$ cat config.mk
export PLATFORM = sky130hd
export DESIGN_NAME = reg_file_wq
export DESIGN_NICKNAME = d
export VERILOG_FILES = /design/src/rtl/reg_file_wq.sv
export SDC_FILE = /design/constraint.sdc
export NUM_CORES = 1
export LEC_CHECK = 0
export ABC_AREA = 1
export CAP_MARGIN = 5
export CORE_ASPECT_RATIO = 1.5
export CORE_MARGIN = 2
export CORE_UTILIZATION = 53
export DETAILED_ROUTE_END_ITERATION = 16
export PLACE_DENSITY = 0.84
export SYNTH_ARGS = -nofsm -noshare
export SYNTH_HDL_FRONTEND = slang
export SYNTH_SLANG_ARGS = --single-unit
$ cat constraint.sdc
create_clock -name clk -period 5 [get_ports clk]
set_clock_uncertainty 0.2 [all_clocks]
set_input_delay 0.75 -clock clk [delete_from_list [all_inputs] [get_ports clk]]
set_output_delay 0.75 -clock clk [all_outputs]
set_load 0.01 [all_outputs]
$ cat src/rtl/reg_file_wq.sv
// -----------------------------------------------------------------------------
// reg_file_wq
//
// Eight-entry, 16-bit general-purpose register file fronted by a two-deep
// write queue. Writes from the execute stage are buffered in a small FIFO and
// committed to the register array one per cycle whenever commit_en is high.
// Per-register busy flags tell the issue logic which registers still have
// writes in flight. The eight register outputs feed the downstream
// register-select mux directly.
//
// Configuration macro:
//   REG_FILE_WQ_ZERO_R0_EN  - when defined, register 0 reads as constant zero.
//                             Writes to index 0 are still queued and still
//                             use a commit slot, but never reach the array,
//                             and busy[0] is tied low.
//
// Ports:
//   clk        in   1   clock, rising edge
//   rst_n      in   1   asynchronous active-low reset
//   wr_valid   in   1   write request valid
//   wr_ready   out  1   queue can accept a write (count < 2)
//   wr_idx     in   3   destination register index
//   wr_dat     in  16   write data
//   commit_en  in   1   array write port available this cycle
//   flush      in   1   synchronous discard of all queued writes
//   reg0..reg7 out 16   committed register contents
//   busy       out  8   bit i set while a queued entry targets register i
//   q_count    out  2   number of queued entries (0..2)
// -----------------------------------------------------------------------------
module reg_file_wq (
    input  logic        clk,
    input  logic        rst_n,
    input  logic        wr_valid,
    output logic        wr_ready,
    input  logic [2:0]  wr_idx,
    input  logic [15:0] wr_dat,
    input  logic        commit_en,
    input  logic        flush,
    output logic [15:0] reg0,
    output logic [15:0] reg1,
    output logic [15:0] reg2,
    output logic [15:0] reg3,
    output logic [15:0] reg4,
    output logic [15:0] reg5,
    output logic [15:0] reg6,
    output logic [15:0] reg7,
    output logic [7:0]  busy,
    output logic [1:0]  q_count
);

    // -------------------------------------------------------------------------
    // State
    // -------------------------------------------------------------------------
    // Queue payload storage. Slots are only read while marked valid by the
    // pointer/count state, so the payload needs no reset.
    logic [2:0]  q_idx_reg [2];
    logic [15:0] q_dat_reg [2];

    logic        head_reg;
    logic        head_next;
    logic        tail_reg;
    logic        tail_next;
    logic [1:0]  count_reg;
    logic [1:0]  count_next;

    // Committed architectural registers.
    logic [15:0] regs_reg [8];

    // -------------------------------------------------------------------------
    // Control decode
    // -------------------------------------------------------------------------
    logic        push;
    logic        pop;
    logic [2:0]  head_idx;
    logic [15:0] head_dat;
    logic [1:0]  slot_valid;
    logic [7:0]  reg_we;

    // Ready is a pure function of the registered count; it deliberately
    // ignores a same-cycle pop so there is no input-to-output path.
    assign wr_ready = (count_reg != 2'd2);

    // Flush wins over both push and pop.
    assign push = wr_valid && wr_ready && !flush;
    assign pop  = commit_en && (count_reg != 2'd0) && !flush;

    assign head_idx = q_idx_reg[head_reg];
    assign head_dat = q_dat_reg[head_reg];

    // A slot holds a live entry if the queue is full, or if it is the head of
    // a one-entry queue.
    genvar gi;
    generate
        for (gi = 0; gi < 2; gi++) begin : g_slot_valid
            assign slot_valid[gi] = (count_reg == 2'd2) ||
                                    ((count_reg == 2'd1) && (head_reg == 1'(gi)));
        end
    endgenerate

    // Busy flags and per-register write enables, one decode per register.
    generate
        for (gi = 0; gi < 8; gi++) begin : g_reg_decode
`ifdef REG_FILE_WQ_ZERO_R0_EN
            if (gi == 0) begin : g_zero
                // Index-0 writes drain through the queue but never land.
                assign busy[gi]   = 1'b0;
                assign reg_we[gi] = 1'b0;
            end else begin : g_normal
                assign busy[gi]   = (slot_valid[0] && (q_idx_reg[0] == 3'(gi))) ||
                                    (slot_valid[1] && (q_idx_reg[1] == 3'(gi)));
                assign reg_we[gi] = pop && (head_idx == 3'(gi));
            end
`else
            assign busy[gi]   = (slot_valid[0] && (q_idx_reg[0] == 3'(gi))) ||
                                (slot_valid[1] && (q_idx_reg[1] == 3'(gi)));
            assign reg_we[gi] = pop && (head_idx == 3'(gi));
`endif
        end
    endgenerate

    // -------------------------------------------------------------------------
    // Next-state logic for the queue pointers and occupancy
    // -------------------------------------------------------------------------
    always_comb begin
        head_next  = head_reg;
        tail_next  = tail_reg;
        count_next = count_reg;
        if (flush) begin
            head_next  = 1'b0;
            tail_next  = 1'b0;
            count_next = 2'd0;
        end else begin
            if (pop) begin
                head_next = ~head_reg;
            end
            if (push) begin
                tail_next = ~tail_reg;
            end
            // Simultaneous push and pop leaves the count unchanged.
            case ({push, pop})
                2'b10:   count_next = count_reg + 2'd1;
                2'b01:   count_next = count_reg - 2'd1;
                default: count_next = count_reg;
            endcase
        end
    end

    // -------------------------------------------------------------------------
    // Sequential state
    // -------------------------------------------------------------------------
    always_ff @(posedge clk or negedge rst_n) begin
        if (!rst_n) begin
            head_reg  <= 1'b0;
            tail_reg  <= 1'b0;
            count_reg <= 2'd0;
        end else begin
            head_reg  <= head_next;
            tail_reg  <= tail_next;
            count_reg <= count_next;
        end
    end

    // Payload write at the tail. A push into the slot being popped in the
    // same cycle cannot happen: with one entry the tail is the free slot, and
    // with two entries wr_ready is low.
    always_ff @(posedge clk) begin
        if (push) begin
            q_idx_reg[tail_reg] <= wr_idx;
            q_dat_reg[tail_reg] <= wr_dat;
        end
    end

    // Commit of the head entry into the register array.
    always_ff @(posedge clk or negedge rst_n) begin
        if (!rst_n) begin
            for (int i = 0; i < 8; i++) begin
                regs_reg[i] <= 16'h0000;
            end
        end else begin
            for (int i = 0; i < 8; i++) begin
                if (reg_we[i]) begin
                    regs_reg[i] <= head_dat;
                end
            end
        end
    end

    // -------------------------------------------------------------------------
    // Outputs
    // -------------------------------------------------------------------------
    assign q_count = count_reg;

    // With the zero-register option, regs_reg[0] is never written and so
    // stays at its reset value of zero.
    assign reg0 = regs_reg[0];
    assign reg1 = regs_reg[1];
    assign reg2 = regs_reg[2];
    assign reg3 = regs_reg[3];
    assign reg4 = regs_reg[4];
    assign reg5 = regs_reg[5];
    assign reg6 = regs_reg[6];
    assign reg7 = regs_reg[7];

endmodule

# Word-level counts from Yosys, hierarchy flattened
# Memory sizes are Yosys's and may differ from the RTL's.
# Index checks and enable logic that the tools add are counted.
# word_totals
regBits	132
ram_bits	38
out_inout_bits	139
word_cells	99
memories	2
# mem_list
memory	words	word_bits	read_ports	rd_clocked_by_memory_dff	write_ports	line	source
q_dat_reg	2	16	1	0	1	57	logic [15:0] q_dat_reg [2];
q_idx_reg	2	3	3	0	1	56	logic [2:0] q_idx_reg [2];
# op_classes
add_sub_neg	2
eq_ne	26
muxes	8
n_bitwise	2
n_reduce_logical	48
# ops
operator	n
$eq 3x3->1 const B	12
$logic_and 1x1->1	30
$eq 3x2->1 const B	6
$logic_or 1x1->1	10
$eq 3x1->1 const B	3
$logic_not 3->1	3
$mux 1	6
$reduce_bool 2->1	3
$eq 2x1->1 const B	2
$eq 2x2->1 const B	2
$pmux 2 s2	1
$reduce_bool 3->1	1
$add 2x1->2 const B	1
$mux 2	1
$ne 2x2->1 const B	1
$not 1->1	2
$sub 2x1->2 const B	1
$logic_not 1->1	1

# Depth between registers and ports, before layout
# logic_depth
word_depth	6
depth_mapped	10
mapped_depth_nobuf	10

# Worst setup path after synthesis
# No wires, ideal clock.
# synth_path
kind	reg2reg
from	register count_reg[0] (netlist: q_count[0])
to	memory q_dat_reg[1][0] (enable)
arrival_ns	2.289
required_ns	4.381
setup_slack_ns	2.092
path_stages_with_launch	6
period_less_slack_ns	2.908
path_cell_list	dfrtp_1 inv_1 ha_1 inv_1 nand2_1 nor3_1
# synth_between
elab_chain_cells	5
# synth_lines
item	line	source
start, declared	63	logic [1:0] count_reg;
start signal, assigned	159	count_reg <= count_next;
$ne 2x2->1	81	assign wr_ready = (count_reg != 2'd2);
net wr_ready	34	output logic wr_ready,
$logic_and 1x1->1 (2 in a row)	84	assign push = wr_valid && wr_ready && !flush;
$mux 1	167	if (push) begin
$mux 1 (implied by the code)	169	q_dat_reg[tail_reg] <= wr_dat;
end, declared	57	
# The timed path passes the listed nets, and every way through them passes these cells.

# Final worst setup path
# layout_path
from	register count_reg[1] (netlist: q_count[1])
to	output busy[5]
# layout_between
elab_chain_cells	5
word_cells_on_any_way	9
# layout_lines
item	line	source
$eq 2x1->1	96	((count_reg == 2'd1) && (head_reg == 1'(gi)));
$logic_and 1x1->1	96	
$logic_or 1x1->1	95	assign slot_valid[gi] = (count_reg == 2'd2) ||
$logic_and 1x1->1 (on tied branches)	114, 115	
$logic_or 1x1->1 (*)	114	assign busy[gi] = (slot_valid[0] && (q_idx_reg[0] == 3'(gi))) ||
end, declared	47	output logic [7:0] busy,
# Every way passes the cells marked *; elsewhere a longest branch is shown, timed or not.

==> impl_metrics.tcl <==
set metrics [dict create \
    worstReg2RegStart "q_count[0]" \
    ys_ff_latch 170 \
    cap_violations 0 \
    routabilityCongestion 0.8294 \
    cts_sinks 170 \
    yosysWarnings 0 \
    die_height_um 141.5 \
    finalSetupViolations 0 \
    crit_chain "inv_1 > ha_1 > inv_1 > o21ai_1 > nand2_1 > o22ai_1 > clkdlybuf4s50_1" \
    synthArstFlopShare_pct 77.65 \
    clkSlewWorstSetupHoldPaths_ns 0.07 \
    placementRows 50 \
    hold_path_class "in2async" \
    hpwlAfterDp_mm 12.04 \
    drc 0 \
    arrival_ns 2.48 \
    cts_buffers 17 \
    status "finished clean" \
    cts_hold_buf 0 \
    die-width_um 95.69 \
    utilization_pct 71.83 \
    ant_nets 0 \
    crit_fanout 5 \
    r2r_slack_ns 2.45 \
    finalHoldViolations 0 \
    clock_latency_ns 0.43 \
    gr-total-overflow 0 \
    antennaDiodeCount 0 \
    tightest_slew_ns 0.8546 \
    wire_per_inst_um 17.91 \
    fin_crit_ns 3.429 \
    synthTopCellsByArea "dfrtp_1, edfxtp_1, nand2_1" \
    relSlewSlack_pct 42.89 \
    port_buffers 162 \
    critPathMostFrequentCell "inv_1" \
    grt_pass1_wl_mm 27.67 \
    slowest_stage "clkdlybuf4s50_1" \
    totalWireLength_mm 17.50 \
    grt_pass1_vias 5399 \
    ys_seq_area_share_pct 66.49 \
    vias 5388 \
    hold_ws_ns 0.08783 \
    firstDrtPassIters 5 \
    rsz0062_at_grt "no" \
    fin_crit_sh_pct 68.58 \
    path_buf_inv 3 \
    leakage_nw 4.016 \
    cts_tree "done" \
    cp.required_ns 4.05 \
    ios 163 \
    cts_root_buffer "clkbuf_16" \
    cellPowerDensity_nw_per_um2 605.4 \
    clock_path_buffers 2 \
    layout-drive-gt1-share_pct 7.552 \
    irDropWorstVdd_mv 0.3269 \
    syn_area_per_cell_um2 10.25 \
    netlist_instances 652 \
    reg2regPathDepth 7 \
    worstSetupPathType "reg2out" \
    largest_register_ffs 32 \
    synth_cell_types 27 \
    endpoint_kind "primary output" \
    synth_area_um2 6684 \
    yosysMostFrequentCell "nand2_1" \
    core_area_um2 12390 \
    drv_slew 0 \
    max_freq_ghz 0.2916 \
    area_growth_pct 33.11 \
    synthFlopType "dfrtp_1" \
    start_util_pct 53.96 \
    startpoint_type "register" \
    die_area_um2 13540 \
    via_per_inst 5.515 \
    fin_nets 835 \
    track_usage_pct 27.23 \
    place_ws_ns 2.003 \
    cts_resized 0 \
    worst_slack_ns 1.571 \
    grt_antenna_before_repair 0 \
    crit_family "buffers and inverters" \
    synth_edf_count 38 \
    synth_top_area_share_pct 49.42 \
    post-cts-setup-buffers 0 \
    grt_max_degree 46 \
    htree_levels 4 \
    synth_top_cell_by_area "dfrtp_1" \
    drt_iter0_drc 328 \
    reg2reg_to "reg2[3]" \
    synth_nets 679 \
    tns_ns 0 \
    critPathMaxStageDelay_ns 0.57 \
    synth_common_cells "nand2_1, dfrtp_1, o21ai_0, edfxtp_1, inv_1" \
]
## metrics by stage
stage | instance area, um^2 | total power (W) | cells
finish | 8897 | 0.005386 | 977
global route | 8897 | 0.005682 | 977
CTS | 8897 | 0.005408 | 977
detailed placement | 8319 | 0.004107 | 945
global placement | 8319 | 0.004020 | 945
floorplan | 6684 | 0.002925 | 652
## routing by layer
metal  track usage, %  share of wire [%]  wire, um  up-vias
li1                 -                  -         -     2446
met3            5.098                5.4       938       63
met5                0                  0         0        -
met2            46.82                 53      9266      257
met4            14.51                4.9       865        0
met1            31.77                 37      6431     2622
## layout by cell type, fill, tap and decap left out, types with 2 or more instances in the layout
| cell | netlist | final |
|---|---|---|
| a21oi_1 | 3 | 3 |
| buf_4 | 2 | 5 |
| clkbuf_16 | 0 | 17 |
| clkdlybuf4s50_1 | 0 | 161 |
| clkinv_4 | 0 | 2 |
| clkinv_8 | 0 | 2 |
| clkinvlp_4 | 0 | 3 |
| dfrtp_1 | 132 | 132 |
| edfxtp_1 | 38 | 38 |
| ha_1 | 3 | 3 |
| inv_1 | 34 | 34 |
| inv_2 | 4 | 4 |
| inv_6 | 0 | 2 |
| inv_8 | 0 | 5 |
| nand2_1 | 234 | 234 |
| nand2_2 | 8 | 8 |
| nand4_1 | 4 | 4 |
| nor2_1 | 8 | 8 |
| nor2_2 | 2 | 2 |
| nor2_4 | 4 | 4 |
| o21ai_0 | 103 | 103 |
| o21ai_1 | 29 | 29 |
| o21ai_2 | 4 | 4 |
| o22ai_1 | 4 | 4 |
| o31ai_1 | 4 | 4 |
## report_power, final
group / leakage, nW / internal, W / switching [W]
combinational: 1.66 / 0.000973 / 0.000969
clock: 0.276 / 0.000665 / 0.000612
sequential: 2.08 / 0.00187 / 0.000294
## worst register-to-register path: cells and delay by family, from the launching register on
family                     cells  cell delay, ns
adders and majority gates      1            0.25
and+or+nand+nor                3            0.90
DFF                            1            0.42
buffers and inverters          2            0.20
AOI/OAI and AO/OA              1            0.45
## layout make-up
| cell class | instances | area, um^2 |
|---|---|---|
| clock inverter | 15 | 152.6 |
| timing repair buffer | 166 | 1649 |
| clock buffer | 17 | 425.4 |
| multi-input combinational | 415 | 1888 |
| fill | 869 | 3490 |
| inverter | 38 | 142.6 |
| sequential | 170 | 4444 |
| tap | 156 | 195.2 |
## logic make-up after synthesis
| logic type | count (synthesis) | synth area share [%] |
|---|---|---|
| AO/OA/AOI/OAI | 147 | 11.46 |
| flip-flops | 170 | 66.49 |
| adder cells (fa/ha/maj) | 3 | 0.5616 |
| buffers and inverters | 67 | 5.335 |
| AND/OR/NAND/NOR | 265 | 16.15 |
## worst max path at each step
stage                     startpoint         endpoint  cells after the start
after floorplan           q_count[0]  q_dat_reg[1][0]                      5
after global placement    q_count[1]          busy[7]                      7
after detailed placement       flush         reg2[10]                      6
after CTS                 q_count[1]          busy[5]                      7
after global routing      q_count[1]          busy[4]                      7
final                     q_count[1]          busy[5]                      7
(Power assumes the default switching activity.)
